<file path="config.mk">
export PLATFORM = sky130hd
export DESIGN_NAME = player_anim_sequencer
export DESIGN_NICKNAME = d
export VERILOG_FILES = /design/src/rtl/player_anim_sequencer.sv
export SDC_FILE = /design/constraint.sdc
export NUM_CORES = 1
export LEC_CHECK = 0
export BUFFER_PORTS_ARGS = -buffer_cell sky130_fd_sc_hd__buf_2
export CORE_MARGIN = 4
export CORE_UTILIZATION = 60
export DETAILED_ROUTE_END_ITERATION = 7
export PLACE_DENSITY_LB_ADDON = 0.1
export SLEW_MARGIN = 20
export SYNTH_ARGS = -nofsm -noshare
export SYNTH_HDL_FRONTEND = slang
export SYNTH_SLANG_ARGS = --single-unit
</file>
<file path="constraint.sdc">
create_clock -name clk -period 3.8 [get_ports clk]
set_input_delay 0.76 -clock clk [delete_from_list [all_inputs] [get_ports clk]]
set_output_delay 0.76 -clock clk [all_outputs]
set_load 0.1 [all_outputs]
</file>
<file path="src/rtl/player_anim_sequencer.sv">
// ---------------------------------------------------------------------------
// player_anim_sequencer
//
// Per-player animation controller. Button and hit inputs are turned into an
// animation state, a frame index within that state and a facing direction for
// the sprite mapper. Everything advances on frame_tick (one pulse per video
// frame). An attack hitbox window is exposed for the collision logic.
//
// Ports:
//   clk           in   system clock
//   reset         in   synchronous, active-high
//   frame_tick    in   1-cycle pulse per video frame
//   move_left     in   level, debounced
//   move_right    in   level, debounced
//   attack_btn    in   level, debounced (only rising edges start an attack)
//   hit_pulse     in   1-cycle pulse, player was struck
//   anim_state    out  0=IDLE 1=MOVE 3=ATK1 5=HIT
//   anim_frame    out  frame index within the current state
//   facing_right  out  1=right, 0=left
//   hitbox_active out  ATK1 and anim_frame within [HB_LO, HB_HI]
//   busy          out  ATK1 or HIT
//
// Optional feature macro: ATK_BUFFER_EN
//   Defined: an attack edge arriving in the last four attack frames is
//   buffered and chains directly into a fresh attack when the current one ends.
//   Undefined: attack edges during an attack are dropped.
// ---------------------------------------------------------------------------
module player_anim_sequencer #(
    parameter int TICKS_PER_FRAME = 4,
    parameter int IDLE_FRAMES     = 10,
    parameter int RUN_FRAMES      = 8,
    parameter int ATK1_FRAMES     = 18,
    parameter int HIT_TICKS       = 20,
    parameter int HB_LO           = 7,
    parameter int HB_HI           = 11
) (
    input  logic       clk,
    input  logic       reset,
    input  logic       frame_tick,
    input  logic       move_left,
    input  logic       move_right,
    input  logic       attack_btn,
    input  logic       hit_pulse,
    output logic [3:0] anim_state,
    output logic [5:0] anim_frame,
    output logic       facing_right,
    output logic       hitbox_active,
    output logic       busy
);

    typedef enum logic [3:0] {
        ST_IDLE = 4'd0,
        ST_MOVE = 4'd1,
        ST_ATK1 = 4'd3,
        ST_HIT  = 4'd5
    } state_t;

    localparam logic [3:0] HOLD_LAST = 4'(TICKS_PER_FRAME - 1);
    localparam logic [5:0] IDLE_LAST = 6'(IDLE_FRAMES - 1);
    localparam logic [5:0] RUN_LAST  = 6'(RUN_FRAMES - 1);
    localparam logic [5:0] ATK_LAST  = 6'(ATK1_FRAMES - 1);
    localparam logic [5:0] HIT_LAST  = 6'(HIT_TICKS - 1);
    localparam logic [5:0] HB_FIRST  = 6'(HB_LO);
    localparam logic [5:0] HB_FINAL  = 6'(HB_HI);

    state_t     state, state_n;
    logic [5:0] frame_n;
    logic [3:0] hold_cnt, hold_n;
    logic [5:0] hit_cnt, hit_cnt_n;
    logic       facing_n;
    logic       atk_q;
    logic       atk_pend, atk_pend_n;
    logic       hit_pend, hit_pend_n;
    logic       atk_edge, atk_now, hit_now, adv, one_dir;
    state_t     ground_state;
    logic       ground_face;

`ifdef ATK_BUFFER_EN
    localparam logic [5:0] BUF_FIRST = 6'(ATK1_FRAMES - 4);
    logic atk_buf, atk_buf_n;
`endif

    assign anim_state = state;

    // Event qualifiers. A pulse that lands on the same cycle as frame_tick is
    // folded in directly so it is acted on by that tick instead of being lost
    // when the pending flags are cleared.
    always_comb begin
        atk_edge     = attack_btn & ~atk_q;
        atk_now      = atk_pend | atk_edge;
        hit_now      = hit_pend | hit_pulse;
        adv          = (hold_cnt == HOLD_LAST);
        one_dir      = move_left ^ move_right;
        ground_state = one_dir ? ST_MOVE : ST_IDLE;
        ground_face  = one_dir ? move_right : facing_right;
    end

    // Next-state logic. Nothing visible changes except on a frame_tick; on
    // other cycles only the pending-edge flags (and the attack buffer) update.
    always_comb begin
        state_n    = state;
        frame_n    = anim_frame;
        hold_n     = hold_cnt;
        hit_cnt_n  = hit_cnt;
        facing_n   = facing_right;
        atk_pend_n = atk_now;
        hit_pend_n = hit_now;
`ifdef ATK_BUFFER_EN
        atk_buf_n  = atk_buf;
        if (state == ST_ATK1 && atk_edge && anim_frame >= BUF_FIRST) begin
            atk_buf_n = 1'b1;
        end
`endif
        if (frame_tick) begin
            atk_pend_n = 1'b0;
            hit_pend_n = 1'b0;
            hold_n     = adv ? 4'd0 : hold_cnt + 4'd1;
            if (hit_now) begin
                // A hit always wins, and re-hits restart the hitstun.
                state_n   = ST_HIT;
                frame_n   = '0;
                hold_n    = '0;
                hit_cnt_n = '0;
`ifdef ATK_BUFFER_EN
                atk_buf_n = 1'b0;
`endif
            end else begin
                case (state)
                    ST_IDLE, ST_MOVE: begin
                        if (atk_now) begin
                            state_n = ST_ATK1;
                            frame_n = '0;
                            hold_n  = '0;
                        end else if (ground_state != state) begin
                            state_n  = ground_state;
                            facing_n = ground_face;
                            frame_n  = '0;
                            hold_n   = '0;
                        end else begin
                            // Staying put: a direction reversal in MOVE flips
                            // facing but keeps the run cycle going.
                            facing_n = ground_face;
                            if (adv) begin
                                if (anim_frame == ((state == ST_MOVE) ? RUN_LAST : IDLE_LAST)) begin
                                    frame_n = '0;
                                end else begin
                                    frame_n = anim_frame + 6'd1;
                                end
                            end
                        end
                    end
                    ST_ATK1: begin
                        if (adv) begin
                            if (anim_frame == ATK_LAST) begin
`ifdef ATK_BUFFER_EN
                                if (atk_buf_n) begin
                                    state_n   = ST_ATK1;
                                    atk_buf_n = 1'b0;
                                end else begin
                                    state_n  = ground_state;
                                    facing_n = ground_face;
                                end
`else
                                state_n  = ground_state;
                                facing_n = ground_face;
`endif
                                frame_n = '0;
                                hold_n  = '0;
                            end else begin
                                frame_n = anim_frame + 6'd1;
                            end
                        end
                    end
                    ST_HIT: begin
                        frame_n = '0;
                        if (hit_cnt == HIT_LAST) begin
                            state_n  = ground_state;
                            facing_n = ground_face;
                            hold_n   = '0;
                        end else begin
                            hit_cnt_n = hit_cnt + 6'd1;
                        end
                    end
                    default: begin
                        state_n = ST_IDLE;
                        frame_n = '0;
                        hold_n  = '0;
                    end
                endcase
            end
        end
    end

    // State and output registers. hitbox_active and busy are derived from the
    // next state so they line up with anim_state/anim_frame on the same cycle.
    always_ff @(posedge clk) begin
        if (reset) begin
            state         <= ST_IDLE;
            anim_frame    <= '0;
            hold_cnt      <= '0;
            hit_cnt       <= '0;
            facing_right  <= 1'b1;
            hitbox_active <= 1'b0;
            busy          <= 1'b0;
            atk_q         <= 1'b0;
            atk_pend      <= 1'b0;
            hit_pend      <= 1'b0;
`ifdef ATK_BUFFER_EN
            atk_buf       <= 1'b0;
`endif
        end else begin
            state         <= state_n;
            anim_frame    <= frame_n;
            hold_cnt      <= hold_n;
            hit_cnt       <= hit_cnt_n;
            facing_right  <= facing_n;
            hitbox_active <= (state_n == ST_ATK1) && (frame_n >= HB_FIRST) && (frame_n <= HB_FINAL);
            busy          <= (state_n == ST_ATK1) || (state_n == ST_HIT);
            atk_q         <= attack_btn;
            atk_pend      <= atk_pend_n;
            hit_pend      <= hit_pend_n;
`ifdef ATK_BUFFER_EN
            atk_buf       <= atk_buf_n;
`endif
        end
    end

endmodule

</file>
==> metrics.md <==
| Metric | Value |
|---|---|
| CP peak stage delay | `450 ps` |
| Post-synth net total | `189` |
| Share of cells above drive strength 1 | `0.165` |
| Final nets | `206` |
| Routed vias | `1414` |
| Postcts setup bufs | `0` |
| Syn Inst Count | `178` |
| I/O pin cnt | `20` |
| Reg power frac | `0.504` |
| Area share of the largest cell type after synthesis | `0.346` |
| Avg Cell Area, Syn | `8.44 um^2` |
| Worst reg2reg setup slack | `1250 ps` |
| Routability cong. | `0.921` |
| Status | `finished clean` |
| Vias per cell | `6.37` |
| Place WS | `647 ps` |
| CTS tree | `built` |
| Fmax | `0.355 GHz` |
| Filler cell count | `179` |
| Routed Antenna Nets | `0` |
| Synth cell count leaders | `26 x dfxtp_1, 19 x nor2_1, 15 x nand2_1` |
| Critical Path RT | `4030 ps` |
| Final Hold Vio Count | `0` |
| Most frequent cell after synthesis | `dfxtp_1` |
| First-pass GRT wire length | `5400 um` |
| Top FF cell, synth | `dfxtp_1` |
| Height of the die | `58.0 um` |
| CP Launch Type | `input pin` |
| Critical path arrival | `3050 ps` |
| P_int | `412 uW` |
| Setup TNS | `0 ps` |
| Hpwl dp | `2530 um` |
| Critical Path End Type | `flip-flop` |
| Worst VDD drop | `0.268 mV` |
| Cell taking the most area after synthesis | `dfxtp_1` |
| Sequential share of the synthesized area | `0.346` |
| Final design utilization | `0.721` |
| Max H-tree Level | `1` |
| Setup violators final | `0` |
| Asr flop ratio synth | `0` |
| Clock sink total | `26` |
| Critical Path Fanout Max | `12` |
| PwrDens | `343 nW/um^2` |
| Rel. slew slack | `0.449` |
| Avg WL per Cell | `15.2 um` |
| Vias in the first global route | `1195` |
| Most frequent CP cell | `a2111oi_2` |
| Post-cts resize count | `0` |
| Drt pass-1 iters | `4` |
| Synth top area cells | `dfxtp_1 35%, nor2_1 4.7%, a21oi_1 4.0%` |
| Global Route Usage Sum | `0.201` |
| Synth Warn # | `0` |
| CTS root buf | `clkbuf_4` |
| Clk_skew | `6.26 ps` |
| Max-cap violation count | `0` |
| Power consumption | `567 uW` |
| Clock Latency Late Sink | `320 ps` |
| Minimum clock period | `2820 ps` |
| Pleak | `0.639 nW` |
| Clock power frac | `0.333` |
| WP buf/inv | `1` |
| Critical Path Slowest Stage Cell | `or3b_4` |
| Core ar. | `2300 um^2` |
| FF+latch count, synth | `26` |
| DR iter-0 viols | `61` |
| Row Count | `17` |
| Grt ovf | `0` |
| Reg clk slew, reported paths | `140 ps` |
| Post-synth EDFFs | `0` |
| Critical path's top delay family | `compound AO/OA/AOI/OAI gates` |
| Psw | `155 uW` |
| Area growth from synthesis to final layout | `10.2%` |
| Mapped cell area | `1500 um^2` |
| Cell chain of the critical path | `buf_2 -> or3b_4 -> a2111oi_4 -> o2111ai_2 -> a2111oi_2 -> a211oi_1 -> nand4bb_1 -> a2111oi_2` |
| Largest net degree at the start of global routing | `20` |
| Buffers on Ports | `19` |
| Total CTS buffers | `3` |
| Final Slew Violations | `0` |
| Slew @ Worst Pin | `805 ps` |
| Hold buffer count at cts | `0` |
| Diode count | `0` |
| Switching Share | `0.273` |
| Worst hold path type | `flip-flop to flip-flop` |
| Unrepaired setup endpoints after global routing | `false` |
| Die area | `3370 um^2` |
| Post-synthesis cell type count | `47` |
| Period utilisation layout | `0.741` |
| Initial antenna violation count | `0` |
| Combinational fraction of design power | `0.163` |
| Max clock buf depth | `2` |
| Starting Density | `0.654` |
| Die extent in x | `58.0 um` |
| DRC | `0` |
| Routed WL | `3360 um` |
| WS Path Type | `input pin to flip-flop` |
| Worst Setup Slack, final | `983 ps` |
## stage by stage
step,cells,cell area (um^2),hold WS [ps]
2_1_floorplan,178,1500,430
3_3_place_gp,218,1600,445
3_5_place_dp,218,1600,458
4_1_cts,222,1660,477
5_1_grt,222,1660,495
6_report,222,1660,481
## cells in the final DEF (no fill, tap or decap), types with 3 or more instances in the layout
cell	n
a21oi_1	12
a22oi_1	3
buf_2	19
clkbuf_4	3
dfxtp_1	26
ha_1	4
inv_1	9
nand2_1	15
nand2b_1	4
nand3_1	6
nand4bb_1	4
nor2_1	19
nor2b_1	4
nor3_1	7
o21ai_0	4
o21ai_1	7
o21bai_1	3
o31ai_1	3
or3_1	3
xor2_1	5
## area by class of cell
class	count	area (um^2)	area share
clock buffers	3	22.5	0.0136
clock inverters	1	30.0	0.0181
inverters	9	33.8	0.0204
multi-input cells	136	918	0.555
flip-flops and latches	26	520	0.314
well taps	28	35.0	0.0212
repair buffers	19	95.1	0.0574
## worst paths after layout
path                                 start  cells past startpoint                  endpoint
hold / removal    hold_cnt[3]$_SDFFE_PP0P_                      1  hold_cnt[3]$_SDFFE_PP0P_
setup / recovery                frame_tick                      8  hitbox_active$_SDFF_PP0_
hold reg to reg   hold_cnt[3]$_SDFFE_PP0P_                      1  hold_cnt[3]$_SDFFE_PP0P_
setup reg to reg  anim_state[0]$_SDFF_PP0_                      7  hold_cnt[2]$_SDFFE_PP0P_
## power by group through the flow
stage / sequential [mW] / combinational (mW) / clock (mW)
2_1_floorplan: 0.313 / 0.0510 / 0
3_3_place_gp: 0.291 / 0.0894 / 0
3_5_place_dp: 0.292 / 0.0910 / 0
4_1_cts: 0.286 / 0.0915 / 0.195
5_1_grt: 0.287 / 0.0972 / 0.205
6_report: 0.286 / 0.0924 / 0.189
## sequential cells by signal, summed over array words and instances (netlist names)
register	cells
hit_pend	1
anim_frame	6
hit_cnt	6
atk_pend	1
hold_cnt	4
hitbox_active	1
facing_right	1
atk_q	1
busy	1
anim_state	4
## metal layers
metal | up-vias | track usage | part of all wire
li1 | 679 | - | -
met1 | 665 | 0.292 | 0.45
met2 | 64 | 0.306 | 0.45
met3 | 6 | 0.0245 | 0.085
met4 | 0 | 0.0629 | 0.014
met5 | - | 0 | 0
## cell families (layout without fill, tap and decap cells)
kind of cell / after synthesis / after routing / share of synthesized area
AOI/OAI and AO/OA: 45 / 45 / 0.227
xor gates and xnor gates: 6 / 6 / 0.0441
adders and majority gates: 5 / 5 / 0.0400
buffers and inverters: 16 / 32 / 0.0425
DFF: 26 / 26 / 0.346
muxes: 1 / 1 / 0.00666
and+or+nand+nor: 79 / 79 / 0.293
Power figures use the tool's default switching activity.
